File: config.mk
export PLATFORM = sky130hd
export DESIGN_NAME = sample_fetch_arbiter_flat
export DESIGN_NICKNAME = d
export VERILOG_FILES = /design/src/rtl/sample_fetch_arbiter_if.sv /design/src/rtl/sample_fetch_arbiter.sv /design/src/flat_wrapper.sv
export SDC_FILE = /design/constraint.sdc
export NUM_CORES = 1
export LEC_CHECK = 0
export CAP_MARGIN = 40
export CORE_ASPECT_RATIO = 0.6
export CORE_UTILIZATION = 51
export CTS_CLUSTER_DIAMETER = 80
export DETAILED_ROUTE_END_ITERATION = 7
export DONT_BUFFER_PORTS = 1
export HOLD_SLACK_MARGIN = 0.1
export PLACE_DENSITY_LB_ADDON = 0.15
export SLEW_MARGIN = 10
export SYNTH_ARGS = -nofsm -noshare
export SYNTH_HDL_FRONTEND = slang
export SYNTH_SLANG_ARGS = --single-unit
File: constraint.sdc
create_clock -name clk -period 3.31 [get_ports clk]
set_input_delay 0.1655 -clock clk [delete_from_list [all_inputs] [get_ports clk]]
set_output_delay 0.1655 -clock clk [all_outputs]
set_load 0.05 [all_outputs]
File: src/rtl/sample_fetch_arbiter_if.sv
// Bundle of requester-side and CPU-mailbox-side signals for sample_fetch_arbiter.
// master = the arbiter itself, slave = requesters plus the CPU responder.
interface sample_fetch_arbiter_if;
  logic [1:0]  ch_req;
  logic [23:0] ch_addr0;
  logic [23:0] ch_addr1;
  logic [7:0]  ch_data;
  logic [1:0]  ch_done;
  logic        ch_err;
  logic [23:0] mbx_addr;
  logic        mbx_req;
  logic        mbx_ack;
  logic [7:0]  mbx_data;
  logic        mbx_valid;
  logic        busy;
  logic [7:0]  err_cnt;

  modport master (
    input  ch_req, ch_addr0, ch_addr1, mbx_data, mbx_valid,
    output ch_data, ch_done, ch_err, mbx_addr, mbx_req, mbx_ack, busy, err_cnt
  );

  modport slave (
    output ch_req, ch_addr0, ch_addr1, mbx_data, mbx_valid,
    input  ch_data, ch_done, ch_err, mbx_addr, mbx_req, mbx_ack, busy, err_cnt
  );
endinterface

File: src/rtl/sample_fetch_arbiter.sv
// Round-robin arbiter sharing the CPU sample mailbox between two audio channels,
// with a timeout that returns a silence sample so the audio path never stalls.
//
// state | meaning
// IDLE  | waiting for a channel request with no stale mbx_valid pending
// REQ   | mbx_req raised, waiting for mbx_valid or timeout
// ACK   | mbx_ack raised, waiting for the CPU to drop mbx_valid
// DONE  | one-cycle ch_done pulse to the granted channel
module sample_fetch_arbiter #(
  parameter int          TIMEOUT = 50000,
  parameter logic [7:0]  SILENCE = 8'h80
) (
  input  logic                    clk,
  input  logic                    reset,
  sample_fetch_arbiter_if.master  bus
);

  localparam int CNT_W = (TIMEOUT > 1) ? $clog2(TIMEOUT) : 1;

  localparam logic [1:0] IDLE = 2'd0;
  localparam logic [1:0] REQ  = 2'd1;
  localparam logic [1:0] ACK  = 2'd2;
  localparam logic [1:0] DONE = 2'd3;

  logic [1:0]       state;
  logic             last_grant;
  logic             pick;
  logic [CNT_W-1:0] cnt;
  logic [23:0]      mbx_addr;
  logic             mbx_req;
  logic             mbx_ack;
  logic [7:0]       ch_data;
  logic [1:0]       ch_done;
  logic             ch_err;
  logic [7:0]       err_cnt;
  logic [1:0]       grant_onehot;

  // A lone requester wins outright; on a tie the channel not served last wins.
  always_comb begin
    pick = 1'b0;
    if (bus.ch_req == 2'b10)
      pick = 1'b1;
    else if (bus.ch_req == 2'b11)
      pick = ~last_grant;
  end

  assign grant_onehot = last_grant ? 2'b10 : 2'b01;

  always_ff @(posedge clk or posedge reset) begin
    if (reset) begin
      state      <= IDLE;
      last_grant <= 1'b1;
      cnt        <= '0;
      mbx_addr   <= '0;
      mbx_req    <= 1'b0;
      mbx_ack    <= 1'b0;
      ch_data    <= '0;
      ch_done    <= '0;
      ch_err     <= 1'b0;
      err_cnt    <= '0;
    end else begin
      ch_done <= '0;
      case (state)
        IDLE: begin
          // A high mbx_valid here is a late answer to a fetch that already timed out.
          if ((bus.ch_req != 2'b00) && !bus.mbx_valid) begin
            last_grant <= pick;
            mbx_addr   <= pick ? bus.ch_addr1 : bus.ch_addr0;
            mbx_req    <= 1'b1;
            cnt        <= '0;
            state      <= REQ;
          end
        end
        REQ: begin
          if (bus.mbx_valid) begin
            ch_data <= bus.mbx_data;
            ch_err  <= 1'b0;
            mbx_req <= 1'b0;
            mbx_ack <= 1'b1;
            state   <= ACK;
          end else if (cnt == CNT_W'(TIMEOUT - 1)) begin
            ch_data <= SILENCE;
            ch_err  <= 1'b1;
            mbx_req <= 1'b0;
            if (err_cnt != 8'hFF)
              err_cnt <= err_cnt + 8'd1;
            ch_done <= grant_onehot;
            state   <= DONE;
          end else begin
            cnt <= cnt + 1'b1;
          end
        end
        ACK: begin
          if (!bus.mbx_valid) begin
            mbx_ack <= 1'b0;
            ch_done <= grant_onehot;
            state   <= DONE;
          end
        end
        DONE: state <= IDLE;
        default: state <= IDLE;
      endcase
    end
  end

  assign bus.mbx_addr = mbx_addr;
  assign bus.mbx_req  = mbx_req;
  assign bus.mbx_ack  = mbx_ack;
  assign bus.ch_data  = ch_data;
  assign bus.ch_done  = ch_done;
  assign bus.ch_err   = ch_err;
  assign bus.err_cnt  = err_cnt;
  assign bus.busy     = (state != IDLE);

endmodule
File: src/flat_wrapper.sv
// flat-port wrapper written by rule: the top's interface ports become plain ports
module sample_fetch_arbiter_flat 
#(
  parameter int          TIMEOUT = 50000,
  parameter logic [7:0]  SILENCE = 8'h80
)
  (clk, reset, bus_ch_req, bus_ch_addr0, bus_ch_addr1, bus_mbx_data, bus_mbx_valid, bus_ch_data, bus_ch_done, bus_ch_err, bus_mbx_addr, bus_mbx_req, bus_mbx_ack, bus_busy, bus_err_cnt);
  sample_fetch_arbiter_if bus_i ();
  input  logic clk;
  input  logic reset;
  input wire logic [$bits(bus_i.ch_req)-1:0] bus_ch_req;
  input wire logic [$bits(bus_i.ch_addr0)-1:0] bus_ch_addr0;
  input wire logic [$bits(bus_i.ch_addr1)-1:0] bus_ch_addr1;
  input wire logic [$bits(bus_i.mbx_data)-1:0] bus_mbx_data;
  input wire logic [$bits(bus_i.mbx_valid)-1:0] bus_mbx_valid;
  output wire logic [$bits(bus_i.ch_data)-1:0] bus_ch_data;
  output wire logic [$bits(bus_i.ch_done)-1:0] bus_ch_done;
  output wire logic [$bits(bus_i.ch_err)-1:0] bus_ch_err;
  output wire logic [$bits(bus_i.mbx_addr)-1:0] bus_mbx_addr;
  output wire logic [$bits(bus_i.mbx_req)-1:0] bus_mbx_req;
  output wire logic [$bits(bus_i.mbx_ack)-1:0] bus_mbx_ack;
  output wire logic [$bits(bus_i.busy)-1:0] bus_busy;
  output wire logic [$bits(bus_i.err_cnt)-1:0] bus_err_cnt;
  assign bus_i.ch_req = bus_ch_req;
  assign bus_i.ch_addr0 = bus_ch_addr0;
  assign bus_i.ch_addr1 = bus_ch_addr1;
  assign bus_i.mbx_data = bus_mbx_data;
  assign bus_i.mbx_valid = bus_mbx_valid;
  assign bus_ch_data = bus_i.ch_data;
  assign bus_ch_done = bus_i.ch_done;
  assign bus_ch_err = bus_i.ch_err;
  assign bus_mbx_addr = bus_i.mbx_addr;
  assign bus_mbx_req = bus_i.mbx_req;
  assign bus_mbx_ack = bus_i.mbx_ack;
  assign bus_busy = bus_i.busy;
  assign bus_err_cnt = bus_i.err_cnt;
  sample_fetch_arbiter #(.TIMEOUT(TIMEOUT), .SILENCE(SILENCE)) u_core (.clk(clk), .reset(reset), .bus(bus_i));
endmodule
Word-level counts from Yosys, hierarchy flattened
Cells that the tools add are included.

Register bits after elaboration: 64. Latch bits: 0. ROM bits: 0. Input bits: 61. Memories kept: 0. RAM bits: 0. Output and inout port bits: 46.

Order comparisons: 0. Mux-type cells: 28. Shifts and indexed selects: 0. Reduce and logical (&&, ||, !) cells: 15. Bitwise gates (word level): 2. Eq/ne operators: 13. Add/sub/neg operators: 2. Div/mod/pow operators: 0. Multiply operators: 0.

Operators by type and width (number): $mux 16 (3); $pmux 16 s2 (1); $mux 24 (1); $add 16x1->16 const B (1); $eq 16x16->1 const B (1); $mux 2 (8); $mux 8 (2); $reduce_bool 2->1 (5); $mux 1 (9); $reduce_and 3->1 (3); $add 8x1->8 const B (1); $eq 2x2->1 const B (4); $ne 2x2->1 const B (4); $ne 8x8->1 const B (1); $pmux 2 s4 (1); $reduce_and 4->1 (2); $pmux 1 s2 (2); $pmux 2 s2 (1); $reduce_and 2->1 (2); $ne 3x2->1 const B (1); $eq 2x1->1 const B (1); $logic_not 2->1 (1); $ne 2x1->1 const B (1); $not 1->1 (2); other kinds (2) (2).

Depth between registers and ports, before layout
Gate-level depths: netlist of the first run.

Word-level depth: 4. Mapped depth: 9. Gate-level depth less buffers: 7.

Worst setup path before layout of the first run
Ideal clock, no wire load.

Kind: flip-flop to flip-flop. From: register u_core.cnt[4]. To: register u_core.err_cnt[1], in the netlist u_core.bus.err_cnt[1]. Arrival time: 1990 ps. Setup time: 125 ps. Buffers on the path: 1. Setup slack: 1196 ps. Stages on the path, launching flop included: 6. Data required time: 3185 ps. Cells stage by stage: dfrtp_1 -> buf_6 -> or4b_4 -> nor4_4 -> and3_4 -> mux2_2.

Cells in the longest elaborated chain, start to end: 2.

Ends and longest elaborated chain: from (decl) (line sample_fetch_arbiter.sv:28) `logic [CNT_W-1:0] cnt;`; from (signal assigned) (line sample_fetch_arbiter.sv:90) `cnt <= cnt + 1'b1;`; $eq 16x16->1 (line sample_fetch_arbiter.sv:81) `end else if (cnt == CNT_W'(TIMEOUT - 1)) begin`; $reduce_and 4->1 (no source line); to (signal assigned) (line sample_fetch_arbiter.sv:86) `err_cnt <= err_cnt + 8'd1;`; to (decl) (line sample_fetch_arbiter.sv:35) `logic [7:0] err_cnt;`.

No other way between the ends. A chain may end at the register's enable or synchronous reset.

Worst setup path after layout of the first run
From: register u_core.cnt[4]. To: register u_core.err_cnt[6], in the netlist u_core.bus.err_cnt[6].

The elaborated chain is that of the path after synthesis.

==> results of run 1 <==
cells in the final DEF, fill, tap and decap left out, types with 4 or more instances in the layout:
master         count
o21ai_0           41
nor3_1             4
mux2_2             5
ha_1               5
inv_1              7
a22o_1             7
a21oi_1           15
nor2_1            15
dlygate4sd3_1     58
o31ai_1            4
a31oi_1            6
clkbuf_8           9
nand3_1           11
mux2i_1           25
nand2_1           42
nand4_1            5
dfrtp_1           63
and2_1             5
cell families after synthesis:
group	share of synthesized area, %
AOI/OAI and AO/OA	15.6
xor gates and xnor gates	1.62
adders and majority gates	1.97
buffers and inverters	3.16
DFF	50.6
muxes	9.67
and+or+nand+nor	17.4
per-layer routing:
metal | share of wire (%) | GRT usage (%)
met1 | 43 | 35.3
met3 | 8.8 | 10.6
met5 | 0 | 0
met4 | 2.0 | 9.11
met2 | 46 | 41.5
worst paths after layout:
kind / startpoint / endpoint / slack, ns
setup / recovery: u_core.cnt[4] / u_core.bus.err_cnt[6] / 1.03
setup reg to reg: u_core.cnt[4] / u_core.bus.err_cnt[6] / 1.03
hold reg to reg: u_core.cnt[15] / u_core.cnt[15] / 0.52
min in group asynchronous: reset / u_core.bus.ch_err / 0.44
hold / removal: bus_mbx_valid / u_core.bus.mbx_req / 0.14
max in group asynchronous: reset / u_core.last_grant / 1.99
power groups by stage:
stage | Sequential (uW) | Clock (uW) | Combinational (uW)
final | 1870 | 743 | 785
after global routing | 1910 | 798 | 873
after floorplan | 1830 | 0 | 534
after CTS | 1870 | 756 | 754
after global placement | 1880 | 0 | 633
after detailed placement | 1890 | 0 | 669
through the flow:
step | instance area [um2] | util (%) | total power (uW) | hold slack, ns | cells
finish | 4060 | 70.3 | 3400 | 0.141 | 457
global route | 4060 | 70.3 | 3580 | 0.151 | 457
CTS | 4060 | 70.3 | 3380 | 0.128 | 457
detailed placement | 3260 | 56.4 | 2550 | 0.243 | 383
global placement | 3230 | 56.0 | 2520 | 0.243 | 382
floorplan | 3170 | - | 2370 | 0.306 | 314
critical path, stage by stage, from the launching register on:
cell and delay, ns:
dfrtp_1 0.48, or4b_4 0.60, nor4_4 0.47, nand2_1 0.14
nor2_1 0.14, mux2_2 0.34
registers in the layout (all words and copies together), names as in the netlist:
| register | count |
|---|---|
| u_core.bus.err_cnt | 8 |
| u_core.cnt | 16 |
| u_core.bus.ch_err | 1 |
| u_core.bus.ch_data | 8 |
| u_core.state | 2 |
| u_core.bus.ch_done | 2 |
| u_core.bus.mbx_addr | 24 |
| u_core.last_grant | 1 |
| u_core.bus.mbx_req | 1 |
| u_core.bus.mbx_ack | 1 |
final cells by class:
class / instances / area [um2]
multi-input combinational: 227 / 1480
sequential: 64 / 1600
clock inverter: 7 / 95.1
clock buffer: 9 / 124
fill: 429 / 1720
timing repair buffer: 62 / 631
inverter: 8 / 30.0
tap: 80 / 100
repair_timing:
action	4_1_cts	5_1_grt
setup endpoints to repair	0	0
endpoints found under the hold margin	75	0
hold buffers	58	0
==> flow_metrics.py, run 1 <==
metrics = {
    "run_status": {
        "status": "finished, final reports clean",
    },
    "worst_setup_path": {
        "end_kind": "flop",
        "cp_max_fo": 10,
        "setup.worst_path.start_class": "flop",
        "critical_path_arrival_ns": 2.51,
        "crit_type": "flop to flop",
        "crit_required_ns": 3.55,
        "rr_worst_depth": 5,
    },
    "cts": {
        "clock-sinks": 64,
        "cts_buffers": 9,
        "cts-root-buf": "clkbuf_8",
        "ctsResizeCount": 0,
        "cts_buffer_depth": 2,
        "cts_tree": "done",
        "clkLatencyLatePin_ns": 0.35,
        "clk_pin_slew_ns": 0.08,
        "post_cts_buffers": 0,
        "cts-htree-levels": 3,
    },
    "global_routing": {
        "overflow": 0,
        "grt_start_max_net_pins": 51,
        "grt_pass1_vias": 2679,
        "grt_pass1_wl_um": 13400,
        "grtUsageTotal_pct": 27.1,
        "antenna_found_initial": 0,
    },
    "power": {
        "combPwrFrac_pct": 23.1,
        "pwr-share-clk_pct": 21.9,
        "internal_power_uw": 1760,
        "powerDensity_mw_per_mm2": 837,
        "swShare_pct": 48.1,
        "power.switching_uw": 1640,
        "total_leakage_power_uw": 0.00185,
        "seqPwrFrac_pct": 55.1,
        "vdd_drop_max_mv": 0.537,
    },
    "floorplanning": {
        "rows": 21,
        "start_util_pct": 54.8,
        "die_h_um": 63.1,
        "boundaryPins": 107,
        "die-area_mm2": 0.00655,
        "die_width_um": 104,
        "coreArea_mm2": 0.00578,
    },
    "detailed_routing": {
        "first_pass_iters": 5,
        "drc": 0,
        "dr_total_vias": 2648,
        "ant_nets": 0,
        "routed_wl_um": 8230,
        "drt_iter0_markers": 237,
        "route.detailed.vias_per_inst": 5.79,
        "wire_per_inst_um": 18.0,
    },
    "sta": {
        "worst_pin_slew_ns": 0.789,
        "fin_ws_ns": 1.03,
        "fmax_ghz": 0.439,
        "fin_crit_sh_pct": 68.8,
        "finalMaxSlewViolations": 0,
        "hold_viol": 0,
        "max_slew_margin_pct": 47.3,
        "tns_ns": 0,
        "finalSetupViolations": 0,
        "rsz0062_at_grt": "false",
        "fin_crit_ns": 2.28,
        "clock_skew_ns": 0.00905,
    },
    "logic_synthesis": {
        "avgSynthCellArea_um2": 10.1,
        "synth-seq-cells": 64,
        "ys_types": 49,
        "syn-num-nets": 380,
        "synth.top_cells.by_count": "dfrtp_1 (63), nand2_1 (42), o21ai_0 (41), mux2i_1 (25)",
        "synth.area.top_cells": "dfrtp_1 (50%), mux2i_1 (7.9%), o21ai_0 (6.5%), nand2_1 (5.0%), a21oi_1 (2.4%)",
        "syn_area_mm2": 0.00317,
        "synth_ff_type": "dfrtp_1",
        "yosysTopAreaCell": "dfrtp_1",
        "ys_warn_count": 0,
        "ys_seq_area_share_pct": 50.6,
        "yosysMostFrequentCell": "dfrtp_1",
        "synth-edff-count": 0,
        "synth_cells": 314,
        "async_flop_share_pct": 100,
        "synth_top_area_share_pct": 49.7,
    },
    "place": {
        "hpwl_um": 4940,
        "place_ws_ns": 1.05,
        "gp_congestion": 0.868,
        "io_buffers": 0,
    },
    "final_layout": {
        "drive_gt1_share_pct": 10.1,
        "syn2layout_area_growth_pct": 28.1,
        "num_antenna_cells": 0,
        "layout.nets": 438,
    },
    "flow_run": {
        "maxCapViolCount": 0,
    },
    "worst_hold_path": {
        "whs_path_depth": 4,
        "holdCritPathClass": "input pin to flop",
    },
}
(Power assumes the default switching activity.)
==> run 2, diff against run 1 <==
Settings changed: ABC_AREA set to 1.
Clock period 3.31 ns to 1.8 ns, I/O delays scaled along.
==> run 2 against run 1 <==
  * Final cell count up 31%
  * Critical path type unchanged
  * Combinational power up 120%
  * Critical path depth rose by 5
  * Worst setup slack got worse by 0.88 ns
  * Sequential cell count stayed put
  * Global-route usage is 0.32 points lower
  * Sequential power increased by 86%
  * Sequential share of layout area is 2.7 points lower
  * Largest cell class unchanged
  * Non-clock buffer count rose by 17
  * Clock power grew 49%
  * Maximum frequency increased by 39%
  * Final area is 7.5% higher
==> flow_metrics.py, run 2 <==
metrics = {
    "worst_setup_path": {
        "cp_max_fo": 12,
        "cp_common_cell": "inv_1",
        "critical_path_arrival_ns": 1.87,
        "critPathTopFamily": "simple AND/OR/NAND/NOR gates",
        "worst_path_largest_cell_delay_ns": 0.39,
        "crit_type": "flop to flop",
        "r2r_slack_ns": 0.16,
        "crit_required_ns": 2.02,
        "crit_buf_inv": 4,
        "crit_path_top_delay_cell": "dfrtp_1",
        "rr_worst_depth": 10,
        "r2r-start": "u_core.state[0]",
        "crit_path_cell_trace": "inv_1, ha_1, inv_1, nor2_4, inv_2, nand2_2, nand3_4, buf_12, nand2_1, o21ai_2",
        "end_kind": "flop",
        "setup.worst_path.start_class": "flop",
        "r2r_end": "u_core.cnt[1]",
    },
    "worst_hold_path": {
        "whs_endpoint": "u_core.bus.mbx_ack",
        "whs_path_depth": 4,
        "holdCritPathClass": "input pin to flop",
        "min_from": "bus_mbx_valid",
    },
    "sta": {
        "fin_crit_sh_pct": 91.2,
        "worst_pin_slew_ns": 0.590,
        "finalMaxSlewViolations": 0,
        "fin_crit_ns": 1.64,
        "fmax_ghz": 0.609,
        "finalSetupViolations": 0,
        "clock_skew_ns": 0.0123,
        "hold_viol": 0,
        "max_slew_margin_pct": 60.7,
        "fin_ws_ns": 0.159,
    },
    "floorplanning": {
        "start_util_pct": 53.9,
        "die-area_mm2": 0.00695,
        "coreArea_mm2": 0.00625,
        "die_h_um": 65.0,
        "boundaryPins": 107,
        "die_width_um": 107,
        "rows": 22,
    },
    "detailed_routing": {
        "dr_total_vias": 3181,
        "wire_per_inst_um": 14.6,
        "drc": 0,
        "drt_iter0_markers": 179,
        "route.detailed.vias_per_inst": 5.30,
        "first_pass_iters": 5,
        "ant_nets": 0,
        "routed_wl_um": 8790,
    },
    "logic_synthesis": {
        "ys_warn_count": 0,
        "synth-seq-cells": 64,
        "synth_simple_gate_area_share_pct": 27.0,
        "ys_seq_area_share_pct": 47.6,
        "async_flop_share_pct": 100,
        "syn-num-nets": 500,
        "synth_top_area_share_pct": 46.8,
        "synth-edff-count": 0,
        "synth_top_family_by_area": "simple AND/OR/NAND/NOR gates",
        "synth_xor_area_share_pct": 1.56,
        "synth.area.top_cells": "dfrtp_1 (47%), nand2_1 (14%), o21ai_0 (9.1%), nor2_1 (5.9%), inv_1 (4.1%)",
        "synth_fa_ha_area_share_pct": 1.86,
        "ys_types": 25,
        "synth-compound-area-share_pct": 15.0,
        "synth.top_cells.by_count": "nand2_1 (126), dfrtp_1 (63), o21ai_0 (61), nor2_1 (53), inv_1 (37)",
        "avgSynthCellArea_um2": 7.76,
        "synth_ff_type": "dfrtp_1",
        "synth_cells": 434,
        "synthMuxAreaShare_pct": 0,
        "yosysMostFrequentCell": "nand2_1",
        "syn_area_mm2": 0.00337,
        "yosysTopAreaCell": "dfrtp_1",
    },
    "final_layout": {
        "largest_reg_flops": 24,
        "num_antenna_cells": 0,
        "num-fill-cells": 459,
        "utilization_pct": 69.8,
        "reg_top3": "u_core.bus.mbx_addr: 24 flops, u_core.cnt: 16 flops",
        "final_common_cell": "nand2_1",
        "layout.nets": 577,
        "largest-register": "u_core.bus.mbx_addr",
        "syn2layout_area_growth_pct": 29.5,
        "mostFrequentLayoutCells": "nand2_1 (126), dlygate4sd3_1 (61), dfrtp_1 (61)",
        "drive_gt1_share_pct": 13.0,
    },
    "power": {
        "total_leakage_power_uw": 0.00199,
        "vdd_drop_max_mv": 1.03,
        "powerDensity_mw_per_mm2": 1450,
    },
    "cts": {
        "clock-sinks": 64,
        "cts-htree-levels": 3,
        "cts-root-buf": "clkbuf_8",
        "cts_buffers": 9,
        "clk_pin_slew_ns": 0.08,
        "cts_buffer_depth": 2,
        "clkLatencyLatePin_ns": 0.35,
        "cts_tree": "done",
    },
    "run_status": {
        "status": "finished, final reports clean",
    },
    "flow_run": {
        "maxCapViolCount": 0,
    },
    "global_routing": {
        "grt_pass1_wl_um": 14100,
        "antenna_found_initial": 0,
        "grt_start_max_net_pins": 45,
        "grtUsageTotal_pct": 26.7,
        "overflow": 0,
        "grt_pass1_vias": 2853,
    },
    "place": {
        "io_buffers": 0,
        "place_ws_ns": 0.0699,
        "hpwl_um": 5530,
        "gp_congestion": 0.860,
    },
}
## run 2: changes by cell type in the layout (fill, tap and decap cells not counted), moves of 9 or more
cell | previous run | this run
mux2i_1 | 25 | 0
nor2_1 | 15 | 52
nand2_1 | 42 | 126
o21ai_2 | 0 | 13
buf_4 | 3 | 16
nand3_1 | 11 | 21
o21ai_0 | 41 | 60
inv_1 | 7 | 36
a21oi_1 | 15 | 6
## run 2: layout make-up
| class | instances | area, um2 | area share [%] |
|---|---|---|---|
| Clock buffer | 10 | 128 | 2.92 |
| Clock inverter | 6 | 45.0 | 1.03 |
| Inverter | 41 | 158 | 3.61 |
| Multi-Input combinational cell | 316 | 1550 | 35.6 |
| Sequential cell | 64 | 1610 | 36.8 |
| Tap cell | 84 | 105 | 2.41 |
| Timing Repair Buffer | 79 | 771 | 17.7 |
## run 2: how the worst max path moves through the flow
stage                          from        endpoint  slack, ns  depth (start not counted)
detailed placement    u_core.cnt[1]  u_core.cnt[14]       0.07                          8
finish              u_core.state[0]   u_core.cnt[1]       0.16                         10
CTS                 u_core.state[0]   u_core.cnt[1]       0.07                          9
global route          u_core.cnt[0]   u_core.cnt[6]    -0.0008                          7
floorplan           u_core.state[0]   u_core.cnt[4]       0.03                         10
global placement      u_core.cnt[0]  u_core.cnt[14]       0.10                          8
## run 2: power by group
group	total, uW	switching, uW	leakage, uW	internal (uW)
logic	1730	1110	0.00109	623
registers	3480	1630	0.000826	1850
clock network	1110	607	0.0000789	504
total	6320	3340	0.00199	2980
## run 2: logic make-up (layout without fill, tap and decap cells)
kind of cell / count (synthesis) / after routing
AO/OA/AOI/OAI: 90 / 90
flip-flops: 64 / 64
adder cells (fa/ha/maj): 5 / 5
buffers and inverters: 55 / 136
XOR/XNOR: 6 / 6
AND/OR/NAND/NOR: 214 / 215
## run 2: repair_timing
item,4_1_cts,5_1_grt
endpoints found under the hold margin,101,0
setup endpoints to repair,0,24
setup buffers,0,1
gates resized for setup,0,4
hold buffers,61,0
## run 2: per-stage QoR
step | power, uW | setup TNS [ns] | cell area [um2] | hold WS (ns) | cells
2_1_floorplan | 4630 | 0 | 3380 | 0.207 | 434
3_3_place_gp | 4940 | 0 | 3540 | 0.00813 | 521
3_5_place_dp | 4990 | 0 | 3540 | 0.0106 | 521
4_1_cts | 6210 | 0 | 4320 | 0.129 | 598
5_1_grt | 6700 | -0.000765 | 4360 | 0.258 | 600
6_report | 6320 | 0 | 4360 | 0.212 | 600
## run 2: tightest hold or removal path, delay by kind of cell
kind | cells | cell delay [ns]
AOI/OAI and AO/OA | 1 | 0.08
buffers and inverters | 1 | 0.05
and+or+nand+nor | 2 | 0.31
## run 2: layer usage
metal	up-vias	part of all wire, %	track usage (%)	routed length (um)
met5	-	0	0	0
met4	0	0.93	7.19	82
met3	8	8.8	10.1	774
met2	141	45	39.7	3920
met1	1480	46	36.6	4010
li1	1552	-	-	-
